`src/rtl/vg_pkg.sv`:
```
`default_nettype none
// +----------------------------------------------------------------------------+
// | Module   : vg_pkg                                                          |
// | Purpose  : Shared types and constants for the vector-generator state       |
// |            sequencer: sequencer FSM encoding, 4-bit PROM state type,       |
// |            decode window bases and default WAIT/HALT state codes.          |
// | Revision : 1.0 - initial release                                           |
// +----------------------------------------------------------------------------+
package vg_pkg;

   // Sequencer control FSM.
   typedef enum logic [1:0] {
      IDLE    = 2'd0,
      ISSUE   = 2'd1,
      CAPTURE = 2'd2,
      WAIT    = 2'd3
   } seq_fsm_t;

   // State word held in and returned by the state PROM.
   typedef logic [3:0] seq_state_t;

   // First state code of each 4-wide pulse window.
   localparam seq_state_t ST_LATCH_BASE  = 4'd0;
   localparam seq_state_t ST_STB_BASE    = 4'd8;

   // Default special state codes.
   localparam seq_state_t DEF_WAIT_STATE = 4'hA;
   localparam seq_state_t DEF_HALT_STATE = 4'h0;

   // One-hot of (s - base) when s lies in [base, base+3], otherwise zero.
   // The unsigned subtraction wraps for s < base, which keeps it out of range.
   function automatic logic [3:0] onehot_window(input seq_state_t s,
                                                input seq_state_t base);
      seq_state_t off;
      off = s - base;
      onehot_window = (off < 4'd4) ? (4'b0001 << off[1:0]) : 4'b0000;
   endfunction

endpackage
`default_nettype wire

```
`src/rtl/vg_state_decode.sv`:
```
`default_nettype none
// +----------------------------------------------------------------------------+
// | Module   : vg_state_decode                                                 |
// | Purpose  : Combinational decode of a sequencer state into the latch and    |
// |            strobe one-hot pulse vectors, gated by an enable.               |
// | Ports    : en        in  1  decode enable (CAPTURE step)                   |
// |            state_in  in  4  state code to decode                           |
// |            latch_oh  out 4  bit n set for state ST_LATCH_BASE+n            |
// |            stb_oh    out 4  bit n set for state ST_STB_BASE+n              |
// | Revision : 1.0 - initial release                                           |
// +----------------------------------------------------------------------------+
module vg_state_decode
   import vg_pkg::*;
(
   input  logic       en,
   input  logic [3:0] state_in,
   output logic [3:0] latch_oh,
   output logic [3:0] stb_oh
);

   always_comb begin
      latch_oh = 4'b0000;
      stb_oh   = 4'b0000;
      if (en) begin
         latch_oh = onehot_window(state_in, ST_LATCH_BASE);
         stb_oh   = onehot_window(state_in, ST_STB_BASE);
      end
   end

endmodule
`default_nettype wire

```
`src/rtl/vg_state_seq.sv`:
```
`default_nettype none
// +----------------------------------------------------------------------------+
// | Module   : vg_state_seq                                                    |
// | Purpose  : PROM-driven state sequencer for the vector generator. Forms     |
// |            the 256x4 state PROM address {run, op, state}, loads the PROM   |
// |            word as the next state, emits one-clk latch/strobe pulses for   |
// |            the datapath and stalls in the draw-timer wait state.           |
// | Ports    : clk, reset (async, active high)                                 |
// |            go          in  1  start pulse, ignored while running           |
// |            halt_req    in  1  HALT opcode level from the datapath          |
// |            op          in  3  current opcode bits                          |
// |            timer_zero  in  1  draw timer expired                           |
// |            rom_addr    out 8  PROM address                                 |
// |            rom_cs      out 1  PROM read enable (ISSUE)                     |
// |            rom_dout    in  4  PROM data, one clk after address             |
// |            state       out 4  current sequencer state                      |
// |            latch, stb  out 4  one-clk one-hot decode pulses                |
// |            halted      out 1  sequencer idle                               |
// |            busy        out 1  sequencer running                            |
// |            wd_trip     out 1  sticky watchdog trip (VGSEQ_WATCHDOG_EN)     |
// | Options  : VGSEQ_WATCHDOG_EN - 12-bit WAIT watchdog and wd_trip port.      |
// | Revision : 1.0 - initial release                                           |
// +----------------------------------------------------------------------------+
module vg_state_seq
   import vg_pkg::*;
#(
   parameter int         STEP_DIV   = 1,
   parameter logic [3:0] WAIT_STATE = DEF_WAIT_STATE,
   parameter logic [3:0] HALT_STATE = DEF_HALT_STATE
) (
   input  logic       clk,
   input  logic       reset,
   input  logic       go,
   input  logic       halt_req,
   input  logic [2:0] op,
   input  logic       timer_zero,
   output logic [7:0] rom_addr,
   output logic       rom_cs,
   input  logic [3:0] rom_dout,
   output logic [3:0] state,
   output logic [3:0] latch,
   output logic [3:0] stb,
   output logic       halted,
   output logic       busy
`ifdef VGSEQ_WATCHDOG_EN
   ,
   output logic       wd_trip
`endif
);

   // ------------------------------------------------------------------
   // Clock-enable divider: ce is high on one clk out of every STEP_DIV.
   // ------------------------------------------------------------------
   localparam int             DIV_W    = (STEP_DIV > 1) ? $clog2(STEP_DIV) : 1;
   localparam logic [DIV_W-1:0] DIV_LAST = DIV_W'(STEP_DIV - 1);

   logic [DIV_W-1:0] div_cnt;
   logic             ce;

   assign ce = (div_cnt == DIV_LAST);

   always_ff @(posedge clk or posedge reset) begin
      if (reset)
         div_cnt <= '0;
      else if (ce)
         div_cnt <= '0;
      else
         div_cnt <= div_cnt + DIV_W'(1);
   end

   // ------------------------------------------------------------------
   // Sequencer state
   // ------------------------------------------------------------------
   seq_fsm_t   fsm, fsm_nx;
   seq_state_t state_nx;
   logic [7:0] addr_nx;
   logic       go_pend, go_pend_nx;
   logic       halt_pend, halt_pend_nx;
   logic       capture_fire;
   logic [3:0] dec_latch, dec_stb;

`ifdef VGSEQ_WATCHDOG_EN
   localparam logic [11:0] WD_LIMIT = 12'd4095;
   logic [11:0] wd_cnt, wd_cnt_nx;
   logic        wd_trip_nx;
`endif

   // Pulses decode the word being loaded, so they appear together with
   // the new state value.
   assign capture_fire = (fsm == CAPTURE) && ce;

   vg_state_decode u_decode (
      .en       (capture_fire),
      .state_in (rom_dout),
      .latch_oh (dec_latch),
      .stb_oh   (dec_stb)
   );

   assign halted = (fsm == IDLE);
   assign busy   = (fsm != IDLE);
   assign rom_cs = (fsm == ISSUE);

   always_comb begin
      fsm_nx       = fsm;
      state_nx     = state;
      addr_nx      = rom_addr;
      go_pend_nx   = go_pend;
      halt_pend_nx = halt_pend;
`ifdef VGSEQ_WATCHDOG_EN
      wd_cnt_nx    = (fsm == WAIT) ? wd_cnt : 12'd0;
      wd_trip_nx   = wd_trip;
`endif

      // go is only accepted while idle; a halt request arriving together
      // with go is remembered for the run that go starts.
      if (fsm == IDLE) begin
         if (go)
            go_pend_nx = 1'b1;
         if (go && halt_req)
            halt_pend_nx = 1'b1;
      end else if (halt_req) begin
         halt_pend_nx = 1'b1;
      end

      case (fsm)
         IDLE: begin
            if (ce && go_pend) begin
               fsm_nx     = ISSUE;
               addr_nx    = {1'b1, op, state};
               go_pend_nx = 1'b0;
            end
         end
         ISSUE: begin
            if (ce)
               fsm_nx = CAPTURE;
         end
         CAPTURE: begin
            if (ce) begin
               state_nx = rom_dout;
               if (rom_dout == WAIT_STATE && !timer_zero) begin
                  fsm_nx = WAIT;
               end else if (rom_dout == HALT_STATE && halt_pend) begin
                  fsm_nx       = IDLE;
                  halt_pend_nx = 1'b0;
               end else begin
                  fsm_nx  = ISSUE;
                  addr_nx = {1'b1, op, rom_dout};
               end
            end
         end
         WAIT: begin
            if (ce) begin
               if (timer_zero) begin
                  fsm_nx  = ISSUE;
                  addr_nx = {1'b1, op, state};
`ifdef VGSEQ_WATCHDOG_EN
                  wd_cnt_nx = 12'd0;
               end else if (wd_cnt == WD_LIMIT - 12'd1) begin
                  // This ce is the WD_LIMIT-th one spent waiting.
                  fsm_nx     = ISSUE;
                  addr_nx    = {1'b1, op, state};
                  wd_trip_nx = 1'b1;
                  wd_cnt_nx  = 12'd0;
               end else begin
                  wd_cnt_nx = wd_cnt + 12'd1;
`endif
               end
            end
         end
         default: fsm_nx = IDLE;
      endcase
   end

   always_ff @(posedge clk or posedge reset) begin
      if (reset) begin
         fsm       <= IDLE;
         state     <= '0;
         rom_addr  <= '0;
         latch     <= '0;
         stb       <= '0;
         go_pend   <= 1'b0;
         halt_pend <= 1'b0;
      end else begin
         fsm       <= fsm_nx;
         state     <= state_nx;
         rom_addr  <= addr_nx;
         latch     <= dec_latch;
         stb       <= dec_stb;
         go_pend   <= go_pend_nx;
         halt_pend <= halt_pend_nx;
      end
   end

`ifdef VGSEQ_WATCHDOG_EN
   always_ff @(posedge clk or posedge reset) begin
      if (reset) begin
         wd_cnt  <= 12'd0;
         wd_trip <= 1'b0;
      end else begin
         wd_cnt  <= wd_cnt_nx;
         wd_trip <= wd_trip_nx;
      end
   end
`endif

endmodule
`default_nettype wire

```
`config.mk`:
```
export PLATFORM = sky130hd
export DESIGN_NAME = vg_state_seq
export DESIGN_NICKNAME = d
export VERILOG_FILES = /design/src/rtl/vg_pkg.sv /design/src/rtl/vg_state_decode.sv /design/src/rtl/vg_state_seq.sv
export SDC_FILE = /design/constraint.sdc
export NUM_CORES = 1
export LEC_CHECK = 0
export ABC_AREA = 1
export BUFFER_PORTS_ARGS = -buffer_cell sky130_fd_sc_hd__buf_4
export CAP_MARGIN = 0
export CELL_PAD_IN_SITES_DETAIL_PLACEMENT = 0
export CELL_PAD_IN_SITES_GLOBAL_PLACEMENT = 1
export CORE_MARGIN = 4
export CORE_UTILIZATION = 37
export CTS_CLUSTER_DIAMETER = 30
export DETAILED_ROUTE_END_ITERATION = 8
export PLACE_DENSITY = 0.75
export SYNTH_ARGS = -nofsm -noshare
export SYNTH_HDL_FRONTEND = slang
export SYNTH_SLANG_ARGS = --single-unit
export TNS_END_PERCENT = 20
```
`constraint.sdc`:
```
create_clock -name clk -period 2.35 [get_ports clk]
set_clock_uncertainty 0.05 [all_clocks]
set_input_delay 0.1175 -clock clk [delete_from_list [all_inputs] [get_ports clk]]
set_output_delay 0.1175 -clock clk [all_outputs]
set_load 0.02 [all_outputs]
```
# After elaboration in Yosys (flattened, before gate mapping)
# Index checks and enable logic that the tools add are counted.
op_classes:
  n_lt_le_gt_ge: 2
  shifts: 2
  div_mod_pow: 0
  n_mul: 0
  reduce_logical: 13
  eq_ne: 11
  mux: 31
  n_bitwise: 1
  addsub: 2
op_table:
  columns: ["op", "count"]
  rows:
  - ["$mux 8", 6]
  - ["$pmux 8 s3", 1]
  - ["$mux 4", 4]
  - ["$mux 1", 13]
  - ["$mux 2", 6]
  - ["$ne 2x2->1 const B", 6]
  - ["$lt 4x3->1 const B", 2]
  - ["$pmux 2 s4", 1]
  - ["$shl 1x2->4 const A", 2]
  - ["$reduce_and 7->1", 1]
  - ["$logic_and 1x1->1", 5]
  - ["$reduce_and 5->1", 1]
  - ["$eq 2x2->1 const B", 2]
  - ["$eq 4x4->1 const B", 1]
  - ["$logic_not 4->1", 1]
  - ["$sub 4x4->4 const B", 1]
  - ["$reduce_bool 3->1", 1]
  - ["$eq 2x1->1 const B", 1]
  - ["$logic_not 2->1", 1]
  - ["$ne 2x1->1 const B", 1]
  - ["$reduce_and 2->1", 1]
  - ["$reduce_bool 2->1", 1]
  - ["$add 1x1->1 const B", 1]
  - ["$logic_not 1->1", 1]
  - ["$not 1->1", 1]
word_totals:
  mem_bits_ro: 0
  in_bits: 12
  latch_bits: 0
  register_bits: 25
  mem_bits_rw: 0
  mem_count: 0
  output_inout_bits: 23

# Depth between registers and ports, before layout
depth:
  ltp_word: 7
  depth_mapped: 8
  mapped_depth_nobuf: 8

# Hierarchy
# A second synthesis with hierarchy kept.
hier_totals:
  cells_unflattened: 118
  area_unflattened_um2: 1084.8
by_module_without_submodules:
  columns: ["mod", "instances", "cells_per_inst", "area_per_inst_um2", "seq_area_each_um2"]
  rows:
  - ["vg_state_seq", 1, 100, 1004.7, 600.6]
  - ["vg_state_decode", 1, 18, 80.1, 0.0]

# Worst setup path before layout
# OpenSTA, ideal clock, no wires.
synth_timing:
  path_type: "register -> register"
  start: "register fsm[0]"
  end: "register rom_addr[0]"
  t_arrival_ns: 1.390
  setup_ns: 0.117
  period_less_slack_ns: 1.557
  path_slack_ns: 0.793
  path_stages_with_launch: 9
  path_cell_list: "dfrtp_1 inv_1 ha_1 nand2_1 nand2_1 nor2_2 nand3_4 nand2_1 nand2_1"
synth_via:
  elab_chain_cells: 3
  elab_cells_between_ends: 12
  cone_classes: "8 x eq/ne; 1 x mux; 3 x reduce/logical"
synth_lines:
  columns: ["item", "line_no", "rtl"]
  rows:
  - ["start, declared", "vg_state_seq.sv:74", "seq_fsm_t fsm, fsm_nx;"]
  - ["start signal, assigned", "vg_state_seq.sv:184", "fsm <= fsm_nx;"]
  - ["$logic_not 2->1 (*)", null, null]
  - ["via halted", "vg_state_seq.sv:43", "output logic halted,"]
  - ["$ne 2x1->1 (no line) or $reduce_bool 3->1 (tied branches)", null, null]
  - ["$reduce_and 7->1 (no line)", null, null]
  - ["end signal, assigned", "vg_state_seq.sv:186", "rom_addr <= addr_nx;"]
  - ["end, declared", "vg_state_seq.sv:37", "output logic [7:0] rom_addr,"]
# Mark *: on every way through the listed nets, which the timed path passes. The rest lies on a longest branch.
# A chain may end at the register's enable or synchronous reset.

# Final worst setup path
layout_timing:
  start: "register fsm[0]"
  end: "register rom_addr[3]"
layout_via:
  elab_chain_cells: 3
  elab_cells_between_ends: 12
  cone_classes: "8 x eq/ne; 1 x mux; 3 x reduce/logical"
layout_lines:
  columns: ["item", "line_no", "rtl"]
  rows:
  - ["$eq 2x2->1 or $logic_not 2->1 (tied branches)", "vg_state_seq.sv:125", "case (fsm)"]
  - ["$ne 2x2->1 (no line) (tied with other cells)", null, null]
  - ["$reduce_and 7->1 (no line)", null, null]
# Several ways; a longest one is shown, not always the timed one.

==> impl_metrics.xml <==
<?xml version="1.0" encoding="UTF-8"?>
<metrics>
  <group name="synthesis">
    <metric name="synth.area.top_cells" unit="">sky130_fd_sc_hd__dfrtp_1 (57%), sky130_fd_sc_hd__nand2_1 (11%), sky130_fd_sc_hd__inv_1 (5.0%)</metric>
    <metric name="synth_cells" unit="">110</metric>
    <metric name="postSynthRegisterBits" unit="">24</metric>
    <metric name="ys_async_sr_fraction" unit="">1.00</metric>
    <metric name="synth-edff-count" unit="">0</metric>
    <metric name="synthesis.area_per_instance" unit="µm²">9.55</metric>
    <metric name="yosysTopAreaCell" unit="">sky130_fd_sc_hd__dfrtp_1</metric>
    <metric name="synth_most_common_cell" unit="">sky130_fd_sc_hd__nand2_1</metric>
    <metric name="synth.cells.most_frequent" unit="">sky130_fd_sc_hd__nand2_1 (32), sky130_fd_sc_hd__dfrtp_1 (24), sky130_fd_sc_hd__inv_1 (14), sky130_fd_sc_hd__nor2_1 (14), sky130_fd_sc_hd__nand4_1 (7)</metric>
    <metric name="synth_top_area_frac" unit="">0.571</metric>
    <metric name="synth-warning-count" unit="">0</metric>
    <metric name="syn_nets" unit="">126</metric>
    <metric name="ys_seq_area_frac" unit="">0.571</metric>
    <metric name="syn-cell-area" unit="µm²">1050</metric>
    <metric name="ys_flop_type" unit="">sky130_fd_sc_hd__dfrtp_1</metric>
    <metric name="post_synth_num_cell_types" unit="">16</metric>
  </group>
  <group name="critical_path">
    <metric name="path_class" unit="">reg -&gt; reg</metric>
    <metric name="worst_setup_path_end_kind" unit="">flop</metric>
    <metric name="cp.arrival" unit="ns">1.86</metric>
    <metric name="setup.worst_path.start_class" unit="">flop</metric>
    <metric name="cpMaxStageDelayCell" unit="">sky130_fd_sc_hd__dfrtp_1</metric>
    <metric name="cpMostUsedCell" unit="">sky130_fd_sc_hd__nand2_1</metric>
    <metric name="cp_slowest_stage_delay" unit="ns">0.42</metric>
    <metric name="timing.critical_path.required" unit="ns">2.52</metric>
    <metric name="critPathMaxFanout" unit="">8</metric>
    <metric name="worst_path_cell_chain" unit="">inv_1 &gt; ha_1 &gt; nand2_1 &gt; nand2_1 &gt; nor2_2 &gt; nand3_4 &gt; nand2_1 &gt; nand2_1</metric>
  </group>
  <group name="die">
    <metric name="dieWidth" unit="µm">61.3</metric>
    <metric name="placement_rows" unit="">19</metric>
    <metric name="start_util" unit="">0.384</metric>
    <metric name="pin_count" unit="">35</metric>
    <metric name="floorplan.die_area" unit="µm²">3760</metric>
    <metric name="core" unit="µm²">2730</metric>
    <metric name="die_h" unit="µm">61.3</metric>
  </group>
  <group name="grt">
    <metric name="antenna_violations_before_repair" unit="">0</metric>
    <metric name="wire_length_of_the_first_global_routing_pass" unit="mm">3.66</metric>
    <metric name="grt_max_degree" unit="">25</metric>
    <metric name="grt-ovfl-total" unit="">0</metric>
    <metric name="grt_util_all_layers" unit="">0.131</metric>
    <metric name="number_of_global_route_vias_before_repair" unit="">837</metric>
  </group>
  <group name="cts">
    <metric name="cts_resized" unit="">0</metric>
    <metric name="tritoncts" unit="">done</metric>
    <metric name="clk_pin_slew_worst_paths" unit="ns">0.13</metric>
    <metric name="cts_made_buffers" unit="">3</metric>
    <metric name="clkLatencyLatePin" unit="ns">0.31</metric>
    <metric name="max-clock-path-buffers" unit="">2</metric>
    <metric name="clockRootBuffer" unit="">sky130_fd_sc_hd__clkbuf_4</metric>
    <metric name="cts.sinks" unit="">24</metric>
    <metric name="setup_fix_bufs_post_cts" unit="">0</metric>
    <metric name="htree_levels" unit="">1</metric>
    <metric name="cts_hold_buffers" unit="">4</metric>
  </group>
  <group name="timing">
    <metric name="peak_freq" unit="MHz">593</metric>
    <metric name="report.final.hold_viol_count" unit="">0</metric>
    <metric name="setup_viol" unit="">0</metric>
    <metric name="setup-tns-final" unit="ns">0</metric>
    <metric name="final.min_clock_period" unit="ns">1.69</metric>
    <metric name="finalHoldWorstSlack" unit="ns">0.0109</metric>
    <metric name="maxSlewHeadroom" unit="">0.410</metric>
    <metric name="rsz0062_at_grt" unit="">false</metric>
    <metric name="slew_viol_final" unit="">0</metric>
    <metric name="final_worst_path_cycle_share" unit="">0.718</metric>
    <metric name="worst_slew_pin_slew" unit="ns">0.884</metric>
  </group>
  <group name="pwr">
    <metric name="leak_pwr" unit="µW">0.000781</metric>
    <metric name="power.density" unit="nW/µm²">1150</metric>
    <metric name="max-vdd-ir-drop" unit="mV">0.737</metric>
  </group>
  <group name="placed_design">
    <metric name="place.port_buffers" unit="">34</metric>
    <metric name="dp_hpwl" unit="mm">1.76</metric>
    <metric name="place.gp.congestion" unit="">0.757</metric>
  </group>
  <group name="route">
    <metric name="routed_wirelength" unit="mm">2.26</metric>
    <metric name="final_antenna_net_count" unit="">0</metric>
    <metric name="wire_per_inst" unit="µm">12.4</metric>
    <metric name="ratio_of_routed_vias_to_standard_cells" unit="">4.54</metric>
    <metric name="via_count" unit="">831</metric>
    <metric name="route.detailed.drc" unit="">0</metric>
    <metric name="initial_drc_count" unit="">31</metric>
    <metric name="1st_pass_router_iterations" unit="">4</metric>
  </group>
  <group name="status">
    <metric name="status" unit="">finished, final reports clean</metric>
  </group>
  <group name="cells_and_area">
    <metric name="antenna-diode-count" unit="">0</metric>
    <metric name="layout.area.seq" unit="µm²">601</metric>
    <metric name="combined_area_of_the_multi_input_logic_cells" unit="µm²">394</metric>
    <metric name="final_net_count" unit="">169</metric>
    <metric name="nFillCells" unit="">256</metric>
    <metric name="fraction_of_layout_cells_with_a_size_suffix_above_1" unit="">0.289</metric>
    <metric name="syn_to_final_growth" unit="%">35.2</metric>
  </group>
  <group name="job">
    <metric name="maxCapViolations" unit="">0</metric>
  </group>
  <group name="hold_path">
    <metric name="hp-class" unit="">in -&gt; reg</metric>
  </group>
</metrics>
## cells in the final DEF (no fill, tap or decap)
cell type,count
sky130_fd_sc_hd__buf_4,34
sky130_fd_sc_hd__nand2_1,32
sky130_fd_sc_hd__dfrtp_1,24
sky130_fd_sc_hd__inv_1,14
sky130_fd_sc_hd__nor2_1,14
sky130_fd_sc_hd__nand4_1,7
sky130_fd_sc_hd__o21ai_0,5
sky130_fd_sc_hd__ha_1,4
sky130_fd_sc_hd__dlygate4sd3_1,4
sky130_fd_sc_hd__clkbuf_4,3
sky130_fd_sc_hd__nand3_1,2
sky130_fd_sc_hd__inv_2,1
sky130_fd_sc_hd__nand3_2,1
sky130_fd_sc_hd__nor2_8,1
sky130_fd_sc_hd__nand4_4,1
sky130_fd_sc_hd__nor2_2,1
sky130_fd_sc_hd__nand3_4,1
sky130_fd_sc_hd__mux2i_1,1
sky130_fd_sc_hd__o211ai_1,1
sky130_fd_sc_hd__clkbuf_8,1
## worst paths after layout
kind                              from           to  slack (ns)  cells after the start
max                             fsm[0]  rom_addr[3]        0.66                      8
min                                 go      go_pend        0.01                      3
max reg2reg                     fsm[0]  rom_addr[3]        0.66                      8
min reg2reg                rom_addr[7]  rom_addr[7]        0.44                      2
max in group asynchronous        reset     latch[0]        1.21                      3
min in group asynchronous        reset  rom_addr[1]        0.49                      3
## power by group
| part | internal, µW | switching [µW] | total [µW] | leakage [µW] |
|---|---|---|---|---|
| sequential | 535 | 72.2 | 607 | 0.000301 |
| clock | 94.7 | 122 | 217 | 0.0000210 |
| combinational | 325 | 492 | 817 | 0.000460 |
## state kept, by name (all words and copies together) (netlist names)
register / cells
fsm: 2
go_pend: 1
halt_pend: 1
latch: 4
rom_addr: 8
state: 4
stb: 4
## worst max-delay path, delay by kind of cell, from the launching register on
family | cells | cell delay, ns
buf+inv | 1 | 0.08
fa+ha+maj | 1 | 0.26
flops | 1 | 0.42
simple gates | 6 | 0.78
## cell type report
type / count / share of cell area
clock buffer: 4 / 0.0255
inverter: 15 / 0.0396
multi-input combinational: 71 / 0.277
sequential: 24 / 0.423
tap: 31 / 0.0273
timing repair buffer: 38 / 0.208
## cell families (layout without fill, tap and decap cells)
| group | count (synthesis) | count (layout) | share of synthesized area |
|---|---|---|---|
| mux | 1 | 1 | 0.00952 |
| simple gates | 60 | 60 | 0.287 |
| buf+inv | 15 | 57 | 0.0536 |
| compound gates | 6 | 6 | 0.0310 |
| fa+ha+maj | 4 | 4 | 0.0476 |
| flops | 24 | 24 | 0.571 |
## through the flow
stage	cell area, µm²	setup slack [ns]	power, µW	instances	utilization
after floorplan	1050	0.793	1140	110	-
final	1420	0.662	1640	183	0.520
after detailed placement	1350	0.656	1440	175	0.492
after global routing	1420	0.511	1780	183	0.520
after CTS	1420	0.652	1670	183	0.520
after global placement	1350	0.736	1440	175	0.492
## layer usage
layer / track usage / wire [µm] / up-vias
li1: - / - / 434
met1: 0.172 / 1030 / 377
met2: 0.218 / 1100 / 18
met3: 0.0252 / 119 / 2
met4: 0.0433 / 19 / 0
met5: 0 / 0 / -
Power figures use the tool's default switching activity.
